File: config.mk
export PLATFORM = sky130hd
export DESIGN_NAME = fft_sdf_stage
export DESIGN_NICKNAME = d
export VERILOG_FILES = /design/src/rtl/fft_sdf_stage.sv
export SDC_FILE = /design/constraint.sdc
export NUM_CORES = 1
export LEC_CHECK = 0
export BUFFER_PORTS_ARGS = -buffer_cell sky130_fd_sc_hd__buf_4
export CAP_MARGIN = 40
export CORE_ASPECT_RATIO = 2
export CORE_UTILIZATION = 65
export DETAILED_ROUTE_END_ITERATION = 16
export PLACE_DENSITY = 0.82
export REMOVE_ABC_BUFFERS = 1
export SYNTH_ARGS = -nofsm -noshare
export SYNTH_HDL_FRONTEND = slang
export SYNTH_SLANG_ARGS = --single-unit
File: constraint.sdc
create_clock -name clk -period 14.4 [get_ports clk]
set_input_delay 2.88 -clock clk [delete_from_list [all_inputs] [get_ports clk]]
set_output_delay 2.88 -clock clk [all_outputs]
set_load 0.1 [all_outputs]
File: src/rtl/fft_sdf_stage.sv
// fft_sdf_stage: radix-2 DIF single-path delay-feedback FFT stage; define FFT_SDF_SCALE_EN to halve every output
module fft_sdf_stage #(
  parameter int IN_W = 13,
  parameter int LOG2_N = 3,
  parameter int STAGE = 0,
  parameter int TW_W = 10,
`ifdef FFT_SDF_SCALE_EN
  localparam int OUT_W = IN_W
`else
  localparam int OUT_W = IN_W + 1
`endif
) (
  input  logic                    clk,
  input  logic                    rst,
  input  logic                    in_valid,
  input  logic signed [IN_W-1:0]  in_real,
  input  logic signed [IN_W-1:0]  in_imag,
  output logic                    out_valid,
  output logic signed [OUT_W-1:0] out_real,
  output logic signed [OUT_W-1:0] out_imag
);
  localparam int D = 2 ** (LOG2_N - 1 - STAGE);
  localparam int CW = LOG2_N - STAGE;
  localparam int IW = CW > 1 ? CW - 1 : 1;
  localparam int DW = IN_W + 1;
  localparam int AW = IN_W + TW_W + 2;
  localparam logic signed [AW-1:0] MAXV = AW'(2 ** (OUT_W - 1) - 1);
  localparam logic signed [AW-1:0] MINV = ~MAXV;
  function automatic logic signed [TW_W-1:0] tw(input int k, input bit s);
    real a = 3.141592653589793 * k / D;
    real v = (2.0 ** (TW_W - 2)) * (s ? $sin(a) : $cos(a));
    return TW_W'($rtoi(v < 0.0 ? v - 0.5 : v + 0.5));
  endfunction
  function automatic logic signed [OUT_W-1:0] sat(input logic signed [AW-1:0] v);
    return v > MAXV ? OUT_W'(MAXV) : v < MINV ? OUT_W'(MINV) : OUT_W'(v);
  endfunction
  logic signed [TW_W-1:0] rom_c [2**IW];
  logic signed [TW_W-1:0] rom_s [2**IW];
  for (genvar i = 0; i < 2 ** IW; i++) begin : g_rom
    assign rom_c[i] = tw(i, 1'b0);
    assign rom_s[i] = tw(i, 1'b1);
  end
  logic [CW-1:0] cnt;
  logic [IW-1:0] idx;
  logic primed, phase_b;
  logic signed [DW-1:0] dl_r [D];
  logic signed [DW-1:0] dl_i [D];
  logic signed [DW-1:0] hr, hi, xr, xi, dr, di;
  logic signed [AW-1:0] qr, qi, sr, si, yr, yi;
  logic signed [OUT_W-1:0] nr, ni;
  // butterfly in phase B, twiddle rotation of the stored difference in phase A
  always_comb begin
    phase_b = cnt[CW-1];
    idx = IW'(cnt);
    hr = dl_r[D-1];
    hi = dl_i[D-1];
    xr = DW'(in_real);
    xi = DW'(in_imag);
    qr = (AW'(hr) * AW'(rom_c[idx]) + AW'(hi) * AW'(rom_s[idx]) + AW'(2 ** (TW_W - 3))) >>> (TW_W - 2);
    qi = (AW'(hi) * AW'(rom_c[idx]) - AW'(hr) * AW'(rom_s[idx]) + AW'(2 ** (TW_W - 3))) >>> (TW_W - 2);
    sr = phase_b ? AW'(hr) + AW'(xr) : (idx == '0 ? AW'(hr) : qr);
    si = phase_b ? AW'(hi) + AW'(xi) : (idx == '0 ? AW'(hi) : qi);
`ifdef FFT_SDF_SCALE_EN
    yr = (sr + AW'(1)) >>> 1;
    yi = (si + AW'(1)) >>> 1;
`else
    yr = sr;
    yi = si;
`endif
    nr = sat(yr);
    ni = sat(yi);
    dr = phase_b ? hr - xr : xr;
    di = phase_b ? hi - xi : xi;
  end
  // counter, delay line, priming and registered outputs advance only on accepted samples
  always_ff @(posedge clk) begin
    if (rst) begin
      cnt <= '0;
      primed <= 1'b0;
      out_valid <= 1'b0;
      out_real <= '0;
      out_imag <= '0;
      for (int k = 0; k < D; k++) begin
        dl_r[k] <= '0;
        dl_i[k] <= '0;
      end
    end else begin
      out_valid <= in_valid & (primed | phase_b);
      if (in_valid) begin
        cnt <= cnt + 1'b1;
        primed <= primed | phase_b;
        out_real <= nr;
        out_imag <= ni;
        dl_r[0] <= dr;
        dl_i[0] <= di;
        for (int k = 1; k < D; k++) begin
          dl_r[k] <= dl_r[k-1];
          dl_i[k] <= dl_i[k-1];
        end
      end
    end
  end
endmodule

==> results of run 1 <==
[cell type report]
type | count | area, sq um
Inverter | 666 | 2502
Clock buffer | 17 | 425.4
Clock inverter | 15 | 237.7
Timing Repair Buffer | 70 | 525.5
Sequential cell | 145 | 4025
Tap cell | 515 | 644.4
Multi-Input combinational cell | 1688 | 18290
Fill cell | 2823 | 11390
[state kept, by name, summed over array words and instances, names as in the netlist]
| signal | cells |
|---|---|
| cnt | 3 |
| dl_i | 56 |
| out_imag | 14 |
| primed | 1 |
| out_valid | 1 |
| dl_r | 56 |
| out_real | 14 |
[stage by stage]
stage | cells | worst slack [ps] | total power [mW] | util [%] | hold slack (ps)
6_report | 3116 | 5100 | 4.794 | 70.07 | 460.0
5_1_grt | 3116 | 4633 | 5.223 | 70.07 | 466.9
4_1_cts | 3116 | 5215 | 4.776 | 70.07 | 455.7
3_5_place_dp | 3084 | 5227 | 4.243 | 68.32 | 439.7
3_3_place_gp | 3083 | 5087 | 4.156 | 68.30 | 434.6
2_1_floorplan | 2499 | 5528 | 3.223 | - | 426.9
[power by group]
| group | total, mW | switching (mW) | internal (mW) |
|---|---|---|---|
| combinational | 3.74 | 2.33 | 1.41 |
| sequential | 0.550 | 0.0487 | 0.501 |
| clock | 0.504 | 0.204 | 0.299 |
| total | 4.79 | 2.58 | 2.22 |
[layout by cell type, fill, tap and decap left out, types with 17 or more instances in the layout]
master     count
inv_1        664
fa_1         434
ha_1         283
nand2_1      122
nor2_1       117
edfxtp_1     112
and3_1        91
a21oi_1       86
xnor2_1       78
buf_4         70
nand2b_1      57
and2_1        55
o21ai_0       42
dfxtp_1       32
xor2_1        28
nor3_1        20
nand3_1       18
o211ai_1      18
a21o_1        17
mux2i_1       17
clkbuf_16     17
[logic make-up (layout without fill, tap and decap cells)]
group                      Yosys count  count (layout)
AOI/OAI and AO/OA                  306             306
xor gates and xnor gates           107             107
buffers and inverters              748             768
muxes                               19              19
and+or+nand+nor                    536             536
DFF                                145             145
adders and majority gates          720             720
[worst register-to-register path, stage by stage (launching register included)]
cell and delay [ps]:
dfxtp_1 910, ha_2 750, buf_4 420, and2_1 250
xnor2_1 100, ha_1 350, inv_1 80, fa_1 530
inv_1 60, fa_1 520, fa_1 610, fa_1 480
fa_1 560, inv_1 60, fa_1 530, inv_1 40
ha_1 340, a21oi_1 290, nand2b_1 130, nor3_1 300
or3_1 320, o31ai_1 160, a221oi_2 340, mux2_1 370
o211ai_2 120, or2_1 450, nand3_2 120
[worst max-delay path by stage]
stage                       from          end  slack [ps]  cells past startpoint
final                     cnt[0]  out_real[1]        5100                     26
after global routing      cnt[0]  out_real[1]        4630                     26
after CTS                 cnt[0]  out_real[1]        5210                     26
after detailed placement  cnt[0]  out_real[5]        5230                     26
after global placement    cnt[0]  out_imag[8]        5090                     23
after floorplan           cnt[0]  out_imag[8]        5530                     23
[layer usage]
layer	vias up	global-route usage (%)	share of wire (%)
met4	0	34.53	11
met1	9190	35.89	30
li1	8100	-	-
met3	372	6.315	5.7
met5	-	0	0
met2	707	67.33	53
==> results.py, run 1 <==
metrics = {
    "outcome": {
        "result_of_the_run": "completed",
    },
    "power": {
        "power.ir.vdd_worst_v": 0.0002801,
        "power.static_leakage_nw": 14.07,
        "power_per_cell_area_nw_per_um2": 179.9,
    },
    "synthesis": {
        "synth_top_cell_by_area": "fa_1",
        "synth_commonest_cells": "666 x inv_1, 434 x fa_1, 285 x ha_1, 122 x nand2_1, 118 x nor2_1",
        "synth_top_family_by_area": "adder cells",
        "ys_types": 83,
        "post-synth-top-count-cell": "inv_1",
        "synth_seq_cells": 145,
        "synth-compound-area-share_pct": 8.423,
        "post_synth_xor_area_fraction_pct": 3.783,
        "ys.flop_type": "edfxtp_1",
        "netlist_area_sq_um": 25130,
        "synth_enable_flop_cells": 112,
        "post_synth.cell_area_avg_sq_um": 9.738,
        "mapped_cells": 2581,
        "synth-seq-area-share_pct": 16.01,
        "synth.area.mux_share_pct": 0.7666,
        "asyncSetResetFlopFracSynth_pct": 0,
        "synthesis.yosys.warnings": 0,
        "synth_adder_area_share_pct": 48.80,
        "synth.top_cell.area_share_pct": 34.57,
        "synthSimpleGateAreaFrac_pct": 10.98,
        "synthTopCellsByArea": "fa_1 35%, ha_1 14%, edfxtp_1 13%",
    },
    "clocking": {
        "cts_root_buf": "clkbuf_16",
        "numClockSinks": 145,
        "buffers_inserted_by_post_cts_timing_repair": 0,
        "cts-root-to-sink-buffers": 2,
        "ctsHoldBuffers": 0,
        "insertion_delay_ps": 440,
        "clkSlewWorstSetupHoldPaths_ps": 70,
        "cts_tree": "built",
        "cts_buffers": 17,
        "cts_resized": 0,
        "htreeDepth": 4,
    },
    "setup_path": {
        "rr_startpoint": "cnt[0]",
        "critical_path.max_stage_delay_ps": 910,
        "critical_path.max_fanout": 30,
        "cp_common_cell": "fa_1",
        "r2r_setup_slack_ps": 5100,
        "required_ps": 14700,
        "rr_worst_depth": 26,
        "cp_num_buf_inv": 5,
        "end_kind": "flop",
        "r2r-end": "out_real[1]",
        "cp.arrival_ps": 9600,
        "critical_path_class": "flop to flop",
        "critPathSlowestCell": "dfxtp_1",
        "cp_top_family": "adder cells",
        "startpoint_type": "flop",
    },
    "die": {
        "floorplan.die.width_um": 141.0,
        "die_height_um": 280.1,
        "initial_core_utilization_pct": 66.08,
        "number_of_placement_rows": 101,
        "floorplan.die_area_sq_um": 39510,
        "coreArea_sq_um": 38040,
        "ios": 58,
    },
    "timing": {
        "timing.final.crit_share_pct": 64.58,
        "timing.fmax_ghz": 0.1075,
        "rsz0062_at_grt": "no",
        "timing.final.crit_period_ps": 9300,
        "hold_viol": 0,
        "final_max_slew_viols": 0,
        "timing.slew.headroom_pct": 32.04,
        "finalSetupViolCount": 0,
        "worst_pin_slew_ps": 1011,
        "totalNegativeSetupSlack_ps": 0,
        "fin_worst_skew_ps": 14.30,
    },
    "detailed_routing": {
        "dr_total_vias": 18370,
        "routedWlPerCell_um": 22.00,
        "drt_first_pass_iters": 5,
        "antenna_left": 0,
        "detailedRoute.firstIterationViolations": 1000,
        "finalWirelength_um": 68560,
        "detail_route.vias_per_cell": 5.895,
        "drc": 0,
    },
    "final_layout": {
        "post_route_cells_drive_above_1_share_pct": 5.267,
        "area.growth.synth_to_final_pct": 6.038,
        "number_of_antenna_cells_inserted": 0,
        "postLayoutCellArea_sq_um": 26650,
        "final_net_count": 3336,
    },
    "grt": {
        "global_route.usage.total_pct": 37.40,
        "antenna_violations_before_repair": 1,
        "via_count_of_the_first_global_routing_pass": 20690,
        "maximum_number_of_pins_on_one_net_before_global_route_repair": 87,
        "grt_first_pass_wirelength_um": 108800,
        "globalRouteOverflowTotal": 0,
    },
    "place": {
        "placed_cell_area_sq_um": 25990,
        "io_buffer_count": 57,
        "gpl.final_weighted_congestion": 0.9990,
        "hpwl_um": 56050,
    },
    "worst_hold_path": {
        "hold_path.startpoint": "primed",
        "worst_hold_path_type": "flop to flop",
        "min_delay_path_depth": 1,
        "hold_end": "primed",
    },
    "run": {
        "max_cap_viol_count": 0,
    },
}
Power figures use the tool's default switching activity.
==> run 2, diff against run 1 <==
Clock period 14.4 ns to 8.8 ns, I/O delays scaled along.
==> results.py, run 2 (synthesis results as in run 1) <==
metrics = {
    "outcome": {
        "result_of_the_run": "completed",
    },
    "final_layout": {
        "layout.filler_cells": 2854,
        "number_of_antenna_cells_inserted": 0,
        "postLayoutCellArea_sq_um": 26770,
        "final_net_count": 3358,
        "area.growth.synth_to_final_pct": 6.496,
        "post_route_cells_drive_above_1_share_pct": 6.062,
        "layout_commonest_cell": "inv_1",
        "commonest_cells_after_routing_fill_and_taps_aside": "664 x inv_1, 434 x fa_1, 283 x ha_1",
        "reg_top3": "dl_i (56), dl_r (56)",
    },
    "die": {
        "ios": 58,
        "number_of_placement_rows": 101,
        "die_height_um": 280.1,
        "coreArea_sq_um": 38040,
        "floorplan.die.width_um": 141.0,
        "floorplan.die_area_sq_um": 39510,
        "initial_core_utilization_pct": 66.08,
    },
    "timing": {
        "final_max_slew_viols": 0,
        "finalSetupViolCount": 0,
        "timing.final.crit_period_ps": 8293,
        "timing.fmax_ghz": 0.1206,
        "fin_worst_skew_ps": 18.02,
        "setup_ws_ps": 507.1,
        "holdWs_ps": 454.7,
        "hold_viol": 0,
        "timing.slew.headroom_pct": 36.60,
        "timing.final.crit_share_pct": 94.24,
        "worst_pin_slew_ps": 951.0,
        "rsz0062_at_grt": "no",
    },
    "grt": {
        "antenna_violations_before_repair": 0,
        "grt_first_pass_wirelength_um": 109200,
        "via_count_of_the_first_global_routing_pass": 20620,
        "global_route.usage.total_pct": 37.71,
        "maximum_number_of_pins_on_one_net_before_global_route_repair": 87,
        "globalRouteOverflowTotal": 0,
    },
    "setup_path": {
        "end_kind": "flop",
        "required_ps": 9100,
        "critical_path_class": "flop to flop",
        "r2r_setup_slack_ps": 510,
        "rr_worst_depth": 25,
        "cp.arrival_ps": 8590,
        "startpoint_type": "flop",
        "r2r-end": "out_real[6]",
        "rr_startpoint": "cnt[0]",
        "critical_path.max_fanout": 32,
    },
    "run": {
        "max_cap_viol_count": 0,
    },
    "place": {
        "post-place-ws_ps": 563.8,
        "placed_cell_area_sq_um": 26150,
        "hpwl_um": 57160,
        "gpl.final_weighted_congestion": 0.9863,
        "io_buffer_count": 57,
    },
    "clocking": {
        "ctsHoldBuffers": 0,
        "cts_resized": 0,
        "cts-root-to-sink-buffers": 2,
        "cts_root_buf": "clkbuf_16",
        "cts_buffers": 17,
        "numClockSinks": 145,
        "clkSlewWorstSetupHoldPaths_ps": 70,
        "htreeDepth": 4,
        "insertion_delay_ps": 450,
        "cts_tree": "built",
        "buffers_inserted_by_post_cts_timing_repair": 0,
    },
    "detailed_routing": {
        "dr_total_vias": 18480,
        "detailedRoute.firstIterationViolations": 1031,
        "detail_route.vias_per_cell": 5.888,
        "drt_first_pass_iters": 5,
        "drc": 0,
        "routedWlPerCell_um": 22.03,
        "finalWirelength_um": 69140,
        "antenna_left": 0,
    },
    "power": {
        "power.ir.vdd_worst_v": 0.0003324,
        "power.static_leakage_nw": 14.16,
        "power_per_cell_area_nw_per_um2": 284.9,
    },
    "worst_hold_path": {
        "hold_end": "primed",
        "hold_path.startpoint": "primed",
        "min_delay_path_depth": 1,
        "worst_hold_path_type": "flop to flop",
    },
}
==> run 2: worst max path at each step <==
stage	start	endpoint	slack, ps
2_1_floorplan	cnt[0]	out_imag[8]	-70
3_3_place_gp	cnt[0]	out_real[12]	780
3_5_place_dp	cnt[0]	out_real[6]	560
4_1_cts	cnt[0]	out_real[6]	540
5_1_grt	cnt[0]	out_imag[3]	90
6_report	cnt[0]	out_real[6]	510
==> run 2: power by group <==
group	total (mW)	internal [mW]	switching, mW
logic	5.99	2.33	3.65
registers	0.890	0.820	0.0702
clock network	0.751	0.408	0.343
total	7.63	3.56	4.07
==> run 2: final cells by class <==
type / count / area (sq um) / area share (%)
inverter: 666 / 2502 / 9.349
tap: 515 / 644.4 / 2.407
clock inverter: 15 / 187.7 / 0.7012
sequential: 145 / 4025 / 15.04
multi-input combinational: 1688 / 18290 / 68.34
timing repair buffer: 92 / 690.7 / 2.580
clock buffer: 17 / 425.4 / 1.589
==> run 2: metrics by stage <==
stage	setup TNS [ps]	utilization (%)	power [mW]	std cells
6_report	0	70.37	7.627	3138
5_1_grt	0	70.37	8.266	3138
4_1_cts	0	70.37	7.579	3138
3_5_place_dp	0	68.76	6.779	3106
3_3_place_gp	0	68.76	6.633	3106
2_1_floorplan	-739.1	-	5.274	2499
==> run 2: critical path: stages, from the launching register on <==
cell      delay, ps
dfxtp_1         370
buf_4           230
ha_1            170
buf_4           360
nand2_1         220
fa_1            640
fa_1            480
fa_1            500
inv_1            50
fa_1            490
fa_1            520
fa_1            560
inv_1            70
fa_1            540
inv_1            40
ha_1            340
a21oi_1         290
nand2b_1        120
nor3_1          260
or3_1           300
o31ai_1         170
a221oi_2        340
mux2_1          370
o211ai_2        120
or2_1           460
nand3_2         120
==> run 2: metal layers <==
metal	up-vias	track usage [%]	wire length [um]
met2	789	68.69	37050
met4	0	33.00	7121
li1	8138	-	-
met3	351	5.189	3694
met1	9197	36.99	21270
met5	-	0	0
==> run 3, diff against run 2 <==
Settings changed: GPL_TIMING_DRIVEN set to 0, HOLD_SLACK_MARGIN set to 0.1, MAX_ROUTING_LAYER set to met4.
==> results.py, run 3 (synthesis results as in run 1) <==
metrics = {
    "die": {
        "coreArea_sq_um": 38040,
        "ios": 58,
        "floorplan.die_area_sq_um": 39510,
        "floorplan.die.width_um": 141.0,
        "number_of_placement_rows": 101,
        "die_height_um": 280.1,
        "initial_core_utilization_pct": 66.08,
    },
    "setup_path": {
        "critical_path.max_fanout": 28,
        "cp.arrival_ps": 8750,
        "critical_path_class": "flop to flop",
        "worst_setup_path_endpoint": "out_real[0]",
        "critical_path.max_stage_delay_ps": 550,
        "startpoint_type": "flop",
        "required_ps": 9110,
        "cp_common_cell": "inv_1",
        "rr_worst_depth": 29,
        "worst_setup_path_startpoint": "cnt[0]",
        "r2r-end": "out_real[0]",
        "r2r_setup_slack_ps": 360,
        "rr_startpoint": "cnt[0]",
        "critPathSlowestCell": "fa_1",
        "end_kind": "flop",
    },
    "final_layout": {
        "stdcell_count": 3116,
        "post_route_cells_drive_above_1_share_pct": 5.536,
        "number_of_antenna_cells_inserted": 0,
        "ff_latch_area_sq_um": 4028,
        "multiInputGateArea_sq_um": 18330,
        "layout.filler_cells": 2788,
        "commonest_cells_after_routing_fill_and_taps_aside": "663 x inv_1, 434 x fa_1, 282 x ha_1",
        "reg_top3": "dl_i (56), dl_r (56)",
        "layout_commonest_cell": "inv_1",
        "final_net_count": 3336,
        "area.growth.synth_to_final_pct": 6.442,
    },
    "run": {
        "max_cap_viol_count": 0,
    },
    "timing": {
        "timing.final.crit_share_pct": 95.91,
        "hold_viol": 0,
        "fin_worst_skew_ps": 13.33,
        "timing.slew.headroom_pct": 41.13,
        "holdWs_ps": 458.1,
        "worst_pin_slew_ps": 882.1,
        "finalSetupViolCount": 0,
        "timing.fmax_ghz": 0.1185,
        "final_max_slew_viols": 0,
        "timing.final.crit_period_ps": 8440,
    },
    "detailed_routing": {
        "dr_total_vias": 18220,
        "finalWirelength_um": 66860,
        "drc": 0,
        "detailedRoute.firstIterationViolations": 915,
        "drt_first_pass_iters": 5,
        "routedWlPerCell_um": 21.46,
        "detail_route.vias_per_cell": 5.848,
        "antenna_left": 0,
    },
    "power": {
        "total_power_mw": 7.560,
        "power.ir.vdd_worst_v": 0.0003705,
        "power_per_cell_area_nw_per_um2": 282.6,
        "power.static_leakage_nw": 14.08,
    },
    "clocking": {
        "insertion_delay_ps": 440,
        "numClockSinks": 145,
        "buffers_inserted_by_post_cts_timing_repair": 0,
        "htreeDepth": 4,
        "clkSlewWorstSetupHoldPaths_ps": 70,
        "cts_tree": "built",
        "cts_buffers": 17,
        "cts_root_buf": "clkbuf_16",
        "cts-root-to-sink-buffers": 2,
    },
    "place": {
        "hpwl_um": 54630,
        "io_buffer_count": 57,
        "dp.cells": 3083,
        "gpl.final_weighted_congestion": 0.9694,
    },
    "grt": {
        "maximum_number_of_pins_on_one_net_before_global_route_repair": 100,
        "global_route.usage.total_pct": 37.08,
        "antenna_violations_before_repair": 0,
        "globalRouteOverflowTotal": 0,
        "via_count_of_the_first_global_routing_pass": 20160,
        "grt_first_pass_wirelength_um": 105500,
    },
    "outcome": {
        "result_of_the_run": "completed",
    },
    "worst_hold_path": {
        "worst_hold_path_type": "flop to flop",
    },
}
run 3: area by class of cell:
type | instances | area share (%)
clock buffers | 17 | 1.590
clock inverters | 15 | 0.5332
inverters | 666 | 9.354
multi-input cells | 1688 | 68.52
flip-flops and latches | 145 | 15.05
well taps | 515 | 2.409
repair buffers | 70 | 2.544
run 3: stage by stage:
step	setup slack (ps)	area, sq um	TNS (ps)	utilization, %
after floorplan	-71.58	24810	-739.1	-
after global placement	-2236	25880	-58790	68.04
after detailed placement	-79.16	26120	-479.3	68.67
after CTS	23.95	26700	0	70.19
after global routing	-10.72	26750	-10.72	70.33
final	359.9	26750	0	70.33
run 3: worst max-delay path, delay by kind of cell (launching register included):
family / cells / cell delay [ps]
AO/OA/AOI/OAI: 6 / 1330
adder cells (fa/ha/maj): 9 / 4090
buffers and inverters: 9 / 1100
flip-flops: 1 / 460
AND/OR/NAND/NOR: 5 / 1290
run 3: layer usage:
metal	vias to the layer above	global-route usage [%]	part of all wire (%)
li1	8115	-	-
met1	9189	36.17	32
met3	283	3.943	4.3
met2	634	66.51	54
met5	-	-	0
met4	0	29.04	9.1
run 3: worst min-delay path by stage:
| stage | from | cells past startpoint | slack, ps | endpoint |
|---|---|---|---|---|
| 2_1_floorplan | primed | 1 | 430 | primed |
| 6_report | primed | 1 | 460 | primed |
| 5_1_grt | out_real[12] | 2 | 490 | out_real[12] |
| 3_3_place_gp | primed | 1 | 430 | primed |
| 4_1_cts | primed | 1 | 460 | primed |
| 3_5_place_dp | primed | 1 | 440 | primed |
run 3: timing repair:
action                     CTS  global route
setup endpoints to repair    9            26
gates resized for setup      1             8
hold buffers                 0             0
run 3: power by group:
part / total, mW / switching, mW / internal [mW] / leakage [nW]
clock: 0.712 / 0.339 / 0.374 / 0.267
combinational: 5.95 / 3.60 / 2.36 / 12.3
sequential: 0.895 / 0.0755 / 0.819 / 1.51
total: 7.56 / 4.01 / 3.55 / 14.1
